[src/rtl/yacht_pkg.sv]
// Shared definitions for the Yacht scorecard slice.
//   - category indices CAT_ONES..CAT_YACHT (0-5 upper, 6-11 lower)
//   - scorecard sizing: NUM_CAT, UPPER_CNT, SCORE_W, TOTAL_W, CAT_W, UPPER_W
//   - upper-section bonus rule: BONUS_THRESH, BONUS_VAL
//   - commit/undo FSM state encoding (state_t)
package yacht_pkg;

  localparam int NUM_CAT      = 12;
  localparam int UPPER_CNT    = 6;
  localparam int SCORE_W      = 8;
  localparam int TOTAL_W      = 9;
  localparam int CAT_W        = 4;
  // Wide enough for six full-scale 8-bit scores, so bonus detection never wraps.
  localparam int UPPER_W      = 11;
  localparam int BONUS_THRESH = 63;
  localparam int BONUS_VAL    = 35;

  localparam int CAT_ONES        = 0;
  localparam int CAT_TWOS        = 1;
  localparam int CAT_THREES      = 2;
  localparam int CAT_FOURS       = 3;
  localparam int CAT_FIVES       = 4;
  localparam int CAT_SIXES       = 5;
  localparam int CAT_CHOICE      = 6;
  localparam int CAT_FOUR_KIND   = 7;
  localparam int CAT_FULL_HOUSE  = 8;
  localparam int CAT_SM_STRAIGHT = 9;
  localparam int CAT_LG_STRAIGHT = 10;
  localparam int CAT_YACHT       = 11;

  // S_UNDO / S_UNDO_ACK are only reachable when SCORECARD_UNDO_EN is defined.
  typedef enum logic [2:0] {
    S_IDLE,
    S_CHECK,
    S_WRITE,
    S_SUM,
    S_ERR,
    S_UNDO,
    S_UNDO_ACK
  } state_t;

endpackage

[src/rtl/score_bank.sv]
// One player's scorecard.
// Holds the per-category score registers, the used-category mask and the
// upper-bonus flag. The total and the upper sum are derived from the stored
// scores, so a write or an undo is a single register update.
// Ports:
//   clk, clear        clock; synchronous clear of the whole card
//   wr_en/wr_cat/wr_score        store a score and mark the category used
//   undo_en/undo_cat/undo_bonus  forget a category (and the bonus if it caused it)
//   used_mask         bit i = category i used
//   total             sum of scores plus bonus (wraps at TOTAL_W)
//   bonus             upper bonus awarded
module score_bank
  import yacht_pkg::*;
(
  input  logic               clk,
  input  logic               clear,
  input  logic               wr_en,
  input  logic [CAT_W-1:0]   wr_cat,
  input  logic [SCORE_W-1:0] wr_score,
  input  logic               undo_en,
  input  logic [CAT_W-1:0]   undo_cat,
  input  logic               undo_bonus,
  output logic [NUM_CAT-1:0] used_mask,
  output logic [TOTAL_W-1:0] total,
  output logic               bonus
);

  logic [SCORE_W-1:0] scores [NUM_CAT];
  logic [UPPER_W-1:0] upper_sum;
  logic [UPPER_W-1:0] upper_next;
  logic [TOTAL_W-1:0] raw_sum;
  logic               bonus_hit;

  always_comb begin
    upper_sum = '0;
    raw_sum   = '0;
    for (int i = 0; i < NUM_CAT; i++) begin
      raw_sum = raw_sum + TOTAL_W'(scores[i]);
      if (i < UPPER_CNT) upper_sum = upper_sum + UPPER_W'(scores[i]);
    end
    // Upper sum as it will be once the pending write lands.
    upper_next = upper_sum;
    if (wr_cat < CAT_W'(UPPER_CNT)) upper_next = upper_sum + UPPER_W'(wr_score);
    bonus_hit = !bonus && (upper_next >= UPPER_W'(BONUS_THRESH));
  end

  assign total = raw_sum + (bonus ? TOTAL_W'(BONUS_VAL) : '0);

  always_ff @(posedge clk) begin
    if (clear) begin
      for (int i = 0; i < NUM_CAT; i++) scores[i] <= '0;
      used_mask <= '0;
      bonus     <= 1'b0;
    end else if (wr_en) begin
      scores[wr_cat]    <= wr_score;
      used_mask[wr_cat] <= 1'b1;
      if (bonus_hit) bonus <= 1'b1;
    end else if (undo_en) begin
      scores[undo_cat]    <= '0;
      used_mask[undo_cat] <= 1'b0;
      if (undo_bonus) bonus <= 1'b0;
    end
  end

endmodule

[src/rtl/scorecard_manager.sv]
// Owns both players' Yacht scorecards: validates category commits from the
// game FSM, writes the candidate score into the right player's score_bank,
// and reports used masks, totals, bonus flags and game_over.
// Optional feature macro: SCORECARD_UNDO_EN (adds undo_req / undo_ack and a
// one-deep undo of the last committed category).
// Ports:
//   clk, reset            clock; synchronous active-high reset
//   new_game              synchronous clear of both cards, aborts any commit
//   player, cat_idx, cand_score, commit_req   commit request (sampled in IDLE)
//   commit_ack, commit_err   1-cycle result pulses, 3 cycles after the request
//   busy                  commit (or undo) in flight
//   used_mask_p1/p2, p1_total/p2_total, bonus_p1/p2   per-player card state
//   game_over             both masks full
//   undo_req, undo_ack    (SCORECARD_UNDO_EN only)
// Handshake: commit_req is a 1-cycle pulse accepted only while busy is low;
// a request seen while busy is dropped, never queued. Exactly one of
// commit_ack/commit_err follows each accepted request unless new_game aborts it.
module scorecard_manager
  import yacht_pkg::*;
(
  input  logic               clk,
  input  logic               reset,
  input  logic               new_game,
  input  logic               player,
  input  logic [CAT_W-1:0]   cat_idx,
  input  logic [SCORE_W-1:0] cand_score,
  input  logic               commit_req,
`ifdef SCORECARD_UNDO_EN
  input  logic               undo_req,
  output logic               undo_ack,
`endif
  output logic               commit_ack,
  output logic               commit_err,
  output logic               busy,
  output logic [NUM_CAT-1:0] used_mask_p1,
  output logic [NUM_CAT-1:0] used_mask_p2,
  output logic [TOTAL_W-1:0] p1_total,
  output logic [TOTAL_W-1:0] p2_total,
  output logic               bonus_p1,
  output logic               bonus_p2,
  output logic               game_over
);

  state_t               state;
  state_t               next_state;
  logic                 player_q;
  logic [CAT_W-1:0]     cat_q;
  logic [SCORE_W-1:0]   score_q;
  logic                 err_q;
  logic                 clear;
  logic [(1<<CAT_W)-1:0] sel_mask_ext;
  logic                 cat_bad;
  logic                 wr_go;
  logic                 undo_start;
  logic                 undo_p1;
  logic                 undo_p2;
  logic [CAT_W-1:0]     undo_cat;
  logic                 undo_bonus;

  assign clear = reset | new_game;

  // Widened so an out-of-range cat_q indexes a zero instead of past the mask.
  assign sel_mask_ext = {{((1<<CAT_W)-NUM_CAT){1'b0}},
                         (player_q ? used_mask_p2 : used_mask_p1)};
  assign cat_bad = (cat_q >= CAT_W'(NUM_CAT)) || sel_mask_ext[cat_q];
  assign wr_go   = (state == S_WRITE);

  always_ff @(posedge clk) begin
    if (clear) begin
      state    <= S_IDLE;
      player_q <= 1'b0;
      cat_q    <= '0;
      score_q  <= '0;
      err_q    <= 1'b0;
    end else begin
      state <= next_state;
      // Registered so the error pulse lands in the same cycle slot as ack.
      err_q <= (state == S_ERR);
      if (state == S_IDLE && commit_req) begin
        player_q <= player;
        cat_q    <= cat_idx;
        score_q  <= cand_score;
      end
    end
  end

  always_comb begin
    next_state = state;
    commit_ack = 1'b0;
    busy       = (state != S_IDLE);
    case (state)
      S_IDLE: begin
        if (commit_req)      next_state = S_CHECK;
        else if (undo_start) next_state = S_UNDO;
      end
      S_CHECK:    next_state = cat_bad ? S_ERR : S_WRITE;
      S_WRITE:    next_state = S_SUM;
      S_SUM: begin
        commit_ack = 1'b1;
        next_state = S_IDLE;
      end
      S_ERR:      next_state = S_IDLE;
      S_UNDO:     next_state = S_UNDO_ACK;
      S_UNDO_ACK: next_state = S_IDLE;
      default:    next_state = S_IDLE;
    endcase
  end

  assign commit_err = err_q;
  assign game_over  = (&used_mask_p1) & (&used_mask_p2);

`ifdef SCORECARD_UNDO_EN
  logic             rec_valid;
  logic             rec_player;
  logic [CAT_W-1:0] rec_cat;
  logic             rec_bonus_before;

  // The score itself stays in the bank's register file; the record only needs
  // to know where it went and whether the bonus was already set beforehand.
  always_ff @(posedge clk) begin
    if (clear) begin
      rec_valid        <= 1'b0;
      rec_player       <= 1'b0;
      rec_cat          <= '0;
      rec_bonus_before <= 1'b0;
    end else if (state == S_WRITE) begin
      rec_valid        <= 1'b1;
      rec_player       <= player_q;
      rec_cat          <= cat_q;
      rec_bonus_before <= player_q ? bonus_p2 : bonus_p1;
    end else if (state == S_UNDO_ACK) begin
      rec_valid <= 1'b0;
    end
  end

  assign undo_start = undo_req & rec_valid;
  assign undo_p1    = (state == S_UNDO) & ~rec_player;
  assign undo_p2    = (state == S_UNDO) &  rec_player;
  assign undo_cat   = rec_cat;
  // Only the last commit can have raised the flag, so clear it if it was low before.
  assign undo_bonus = ~rec_bonus_before;
  assign undo_ack   = (state == S_UNDO_ACK);
`else
  assign undo_start = 1'b0;
  assign undo_p1    = 1'b0;
  assign undo_p2    = 1'b0;
  assign undo_cat   = '0;
  assign undo_bonus = 1'b0;
`endif

  score_bank u_bank_p1 (
    .clk        (clk),
    .clear      (clear),
    .wr_en      (wr_go & ~player_q),
    .wr_cat     (cat_q),
    .wr_score   (score_q),
    .undo_en    (undo_p1),
    .undo_cat   (undo_cat),
    .undo_bonus (undo_bonus),
    .used_mask  (used_mask_p1),
    .total      (p1_total),
    .bonus      (bonus_p1)
  );

  score_bank u_bank_p2 (
    .clk        (clk),
    .clear      (clear),
    .wr_en      (wr_go & player_q),
    .wr_cat     (cat_q),
    .wr_score   (score_q),
    .undo_en    (undo_p2),
    .undo_cat   (undo_cat),
    .undo_bonus (undo_bonus),
    .used_mask  (used_mask_p2),
    .total      (p2_total),
    .bonus      (bonus_p2)
  );

endmodule

[config.mk]
export PLATFORM = sky130hd
export DESIGN_NAME = scorecard_manager
export DESIGN_NICKNAME = d
export VERILOG_FILES = /design/src/rtl/yacht_pkg.sv /design/src/rtl/score_bank.sv /design/src/rtl/scorecard_manager.sv
export SDC_FILE = /design/constraint.sdc
export NUM_CORES = 1
export LEC_CHECK = 0
export CAP_MARGIN = 20
export CORE_AREA = 2 2 262 264
export DETAILED_ROUTE_END_ITERATION = 12
export DIE_AREA = 0 0 264 266
export PLACE_DENSITY = 0.37
export SETUP_SLACK_MARGIN = 0.15
export SYNTH_ARGS = -nofsm -noshare
export SYNTH_HDL_FRONTEND = slang
export SYNTH_SLANG_ARGS = --single-unit
[constraint.sdc]
create_clock -name clk -period 7.55 [get_ports clk]
set_input_delay 1.51 -clock clk [delete_from_list [all_inputs] [get_ports clk]]
set_output_delay 1.51 -clock clk [all_outputs]
set_load 0.05 [all_outputs]
# == Word level (Yosys, flattened, before mapping) ==
# Memories as Yosys holds them, arrays and structs flattened.
# Index checks and enable logic that the tools add are counted.
# classes
addsub,36
n_lt_le_gt_ge,6
eq_ne,6
muxes,27
bitwise_logic,7
n_reduce_logical,15
# ops
op,count
9-bit by 8-bit adder with 9-bit output,20
11-bit by 8-bit adder with 11-bit output,10
8-bit by 8-bit adder with 9-bit output,4
12-bit bitwise OR,2
12-bit AND reduction,2
"11-bit by 6-bit greater-or-equal comparator with 1-bit output, second input constant",2
11-bit 2-to-1 mux,2
9-bit adder,2
8-bit 2-to-1 mux,2
8-bit OR reduction,2
1-bit 2-to-1 mux,13
12-bit 2-to-1 mux,1
6-bit 2-to-1 mux,2
3-bit one-hot mux with 4 select lines,1
4-bit 2-to-1 mux,2
"3-bit by 2-bit equality test with 1-bit output, second input constant",2
"3-bit equality test, second input constant",2
3-bit 2-to-1 mux,2
"4-bit by 5-bit less-than comparator with 1-bit output, second input constant",1
1-bit binary-select mux with 4-bit select,1
1-bit demux with 4-bit select,1
"4-bit by 1-bit greater-or-equal comparator with 1-bit output, second input constant",1
"4-bit greater-or-equal comparator, second input constant",1
1-bit logical AND,4
other kinds (11),15
# word_totals
regBits,43
ram_bits,192
inputBits,17
out_inout_bits,48
elab_cells,108
n_memories,2
# memory_table
memory,words,width,read_ports,rd_ports_with_merged_regs,write_ports,line,text
u_bank_p1.scores,12,8,12,0,12,score_bank.sv:28,logic [SCORE_W-1:0] scores [NUM_CAT];
u_bank_p2.scores,12,8,12,0,12,score_bank.sv:28,

# == Longest topological paths before layout ==
# An unclocked memory read counts as a cell.
# depth
ltp_word,13
depth_mapped,27
mapped_depth_nobuf,27

# == Modules after synthesis ==
# A second synthesis with hierarchy kept.
# hier_totals
cells_unflattened,1525
area_unflattened_um2,16737.3
# modules_own_cells
module,instances,cells_per_inst,area_per_inst_um2,seq_area_each_um2
score_bank at u_bank_p1,1,708,7908.8,3143.0
score_bank at u_bank_p2,1,710,7907.6,3143.0
scorecard_manager,1,107,920.9,340.3

# == Worst setup path before layout ==
# No wires, ideal clock.
# synth_path
path_type,register to output
startpoint,reg u_bank_p2.bonus
endpoint,out p2_total[8]
t_arrival_ps,5211
t_required_ps,6040
setup_slack_ps,829
path_stages_with_launch,17
path_buffers,0
path_cell_list,dfxtp_1 -> fa_1 -> fa_1 -> inv_1 -> fa_1 -> fa_1 -> inv_1 -> fa_1 -> ha_1 -> inv_1 -> fa_1 -> inv_1 -> a21oi_1 -> o21bai_1 -> a21o_1 -> a21oi_1 -> xnor2_1
# synth_between
elab_chain_cells,2
# synth_lines
element,line,text
"start, declared",score_bank.sv:25,output logic bonus
"start signal, assigned",score_bank.sv:53,bonus <= 1'b0;
"start signal, assigned",score_bank.sv:57,if (bonus_hit) bonus <= 1'b1;
"start signal, assigned",score_bank.sv:61,if (undo_bonus) bonus <= 1'b0;
6-bit 2-to-1 mux,score_bank.sv:47,assign total = raw_sum + (bonus ? TOTAL_W'(BONUS_VAL) : '0);
9-bit adder,score_bank.sv:47,
"end, declared",scorecard_manager.sv:38,"output logic [TOTAL_W-1:0] p2_total,"
# No other way between the ends.

==> metrics <==
overall die width around 260 um; Post-Synth XOR/XNOR Area 0.0320; vias per cell 4.16; Hold Path End u_bank_p1.used_mask[10]; final setup vio count 0; setup_tns 0 ps; most frequent cell after synthesis inv_1; initial antenna violation count 1; CP Max Fanout 2; drt drc 0; Std-Cell Rows 96; TritonCTS Buffers 30; mux cell area share after synthesis 0.00901; ys async rst share 0; Avg WL per Cell 18.8 um; Post-CTS Hold Buffers 0; hold path start u_bank_p1.used_mask[10]; Core Box Area around 68000 um^2; Power per Cell Area about 330 nW/um^2; critical path data arrival time 5620 ps; routing usage on met1 0.200; most used routing layer met1; Post-synth EDFFs 192; clock tree sinks approximately 240; worst hold path class flip-flop to flip-flop; nets@finish approximately 1800; final period utilization 0.945; Worst Skew approximately 16 ps; max-slew violation count 0; multi-input logic area 8940 um^2; initial drt markers approximately 600; Synth Register Bits 235; CTS Root Cell clkbuf_16; WL final ~45 mm; largest net degree at the start of global routing 53; combinational family with the most area after synthesis adder cells; predominant post-synthesis flop cell edfxtp_1; Crit path required time 6040 ps; Final ANT Viol Nets 0; mean post-synth cell area between 10 and 15 um^2; # fillers between 7000 and 8000; hold depth 1; worst vdd ir about 0.57 mV; Mapped Nets 1732; Lkg Pwr approximately 8.4 nW; CTS tree yes; hpwl dp between 30 and 40 mm; Synth Area in Simple Gates 0.114; first-pass GRT wire length just over 70 mm; met3 Usage GRT 0.0272; Max-Cap Viols 0; post-route cell area about 20000 um^2; worst skew pair latency approximately 580 ps; register area share after synthesis 0.398; Compound-Gate Fraction of Synth Area 0.0685; vias in the first global route around 11000; n_diodes 0; post-synth top area share 0.346; GRT Overall Usage 0.133; layout cells sized above 1 0.0620; Tightest Pin Transition 1010 ps; drt first pass iters 5; IO Port Bufs 64; clk slew on worst S/H paths approximately 60 ps; synth unique cells 58; Worst setup EP type primary output; Worst R2R End u_bank_p1.bonus; area leader, netlist edfxtp_1; Initial Util 0.246; met2 Use GR 0.198; clk buf depth 3; Final Non-Filler Cells 2415; register area ~6600 um^2; status finished clean; Hold Fails Final Rpt 0; Max Fclk 0.140 GHz; CP Class flip-flop to primary output; post-synthesis cell area ~17000 um^2; reg2reg setup slack between 1000 and 1500 ps; via count around 10000; placed cells between 2000 and 2500; Min Clock Period, post-route 7130 ps; die area approximately 70000 um^2; Rel. slew slack 0.320; Die Y between 200 and 300 um; worst reg-to-reg path cell count 26; RSZ-0062 raised after global routing false; Synth Area in Adders 0.312; Synth area leaders edfxtp_1, fa_1, ha_1, and2_1, inv_1; gr ovfl total 0; routability cong. roughly 0.76; post-layout util 0.288; Layout area overhead 17.2%; number of I/O pins between 60 and 70; Cells after Synth 1421; Critical Path Start Type flip-flop; commonest cells in the netlist inv_1, fa_1, edfxtp_1; placed inst area between 15000 and 20000 um^2; CTS H-Tree Depth 1; reg2reg start u_bank_p1.scores[0][0]; Ys Warns 0
[timing repair]
action,CTS,global route
cloned,0,0
setup buffers,0,0
setup endpoints to repair,3,3
pin swaps,0,0
resized for setup,3,4
[state kept, by name, summed over array words and instances, names as in the netlist]
register / flops
u_bank_p1.scores: 96
u_bank_p2.scores: 96
u_bank_p1.used_mask: 12
u_bank_p2.used_mask: 12
score_q: 8
cat_q: 4
state: 3
commit_err: 1
player_q: 1
u_bank_p1.bonus: 1
u_bank_p2.bonus: 1
[report_power, final]
part / switching [mW] / internal, mW / leakage [nW] / total (mW)
Combinational: 2.24 / 1.29 / 5.47 / 3.53
Clock: 0.571 / 0.887 / 0.481 / 1.46
Sequential: 0.0357 / 1.44 / 2.49 / 1.48
Total: 2.85 / 3.62 / 8.44 / 6.47
[kinds of logic after synthesis]
family                   after synthesis
XOR/XNOR                              61
adder cells (fa/ha/maj)              294
buffers and inverters                294
multiplexers                          10
AND/OR/NAND/NOR                      348
AO/OA/AOI/OAI                        179
flip-flops                           235
[cells in the final DEF (no fill, tap or decap), drive strengths merged, types with 3 or more instances in the layout]
cell type / synthesis / final
o21bai: 10 / 10
nand2b: 9 / 9
dfxtp: 43 / 43
buf: 3 / 35
nor2: 51 / 51
or4: 3 / 3
nand2: 46 / 46
o221ai: 3 / 3
inv: 252 / 252
clkinv: 1 / 6
o21a: 4 / 4
edfxtp: 192 / 192
or2: 3 / 3
ha: 92 / 92
o21ai: 49 / 49
and2: 169 / 169
nand4: 9 / 9
nor4b: 3 / 3
a21o: 39 / 39
clkbuf: 38 / 45
nor2b: 9 / 9
nor3: 38 / 38
fa: 202 / 202
mux2i: 6 / 6
bufinv: 0 / 3
mux4: 4 / 4
xor2: 23 / 23
clkdlybuf4s50: 0 / 59
o22ai: 3 / 3
a21oi: 46 / 46
xnor2: 38 / 38
a211oi: 6 / 6
[through the flow]
step / hold WS [ps] / total power [mW] / worst slack (ps)
floorplan: 474 / 4.07 / 829
global placement: 506 / 5.15 / 627
detailed placement: 505 / 5.15 / 594
CTS: 524 / 6.62 / 213
global route: 556 / 6.91 / 153
finish: 532 / 6.47 / 417
[how the worst max path moves through the flow]
stage | slack, ps | cells after the start | end | startpoint
6_report | 420 | 14 | p2_total[6] | u_bank_p2.scores[5][3]
5_1_grt | 150 | 15 | p2_total[6] | u_bank_p2.bonus
3_5_place_dp | 590 | 17 | p1_total[8] | u_bank_p1.scores[2][2]
2_1_floorplan | 830 | 16 | p2_total[8] | u_bank_p2.bonus
3_3_place_gp | 630 | 17 | p1_total[8] | u_bank_p1.scores[2][2]
4_1_cts | 210 | 17 | p1_total[8] | u_bank_p1.scores[2][2]
[layout make-up]
class / count / share of cell area
well taps: 882 / 0.0565
inverters: 253 / 0.0486
flip-flops and latches: 235 / 0.339
clock inverters: 10 / 0.00660
clock buffers: 44 / 0.0443
repair buffers: 99 / 0.0471
multi-input cells: 892 / 0.458
[metal layers]
layer	wire length (um)	vias up
met5	0	-
met4	706	0
met3	2420	43
met2	18900	174
met1	23400	5033
li1	-	4804
[critical path: stages, from the launching register on]
cell             delay, ps
edfxtp_1               440
fa_1                   580
inv_1                   70
fa_1                   500
inv_1                   50
fa_1                   470
fa_1                   520
fa_1                   570
inv_1                   60
fa_1                   460
inv_1                   70
a21oi_1                 60
o21bai_1               190
xor2_1                 190
clkdlybuf4s50_1        830
No activity file was read; power rests on OpenSTA's default activity.
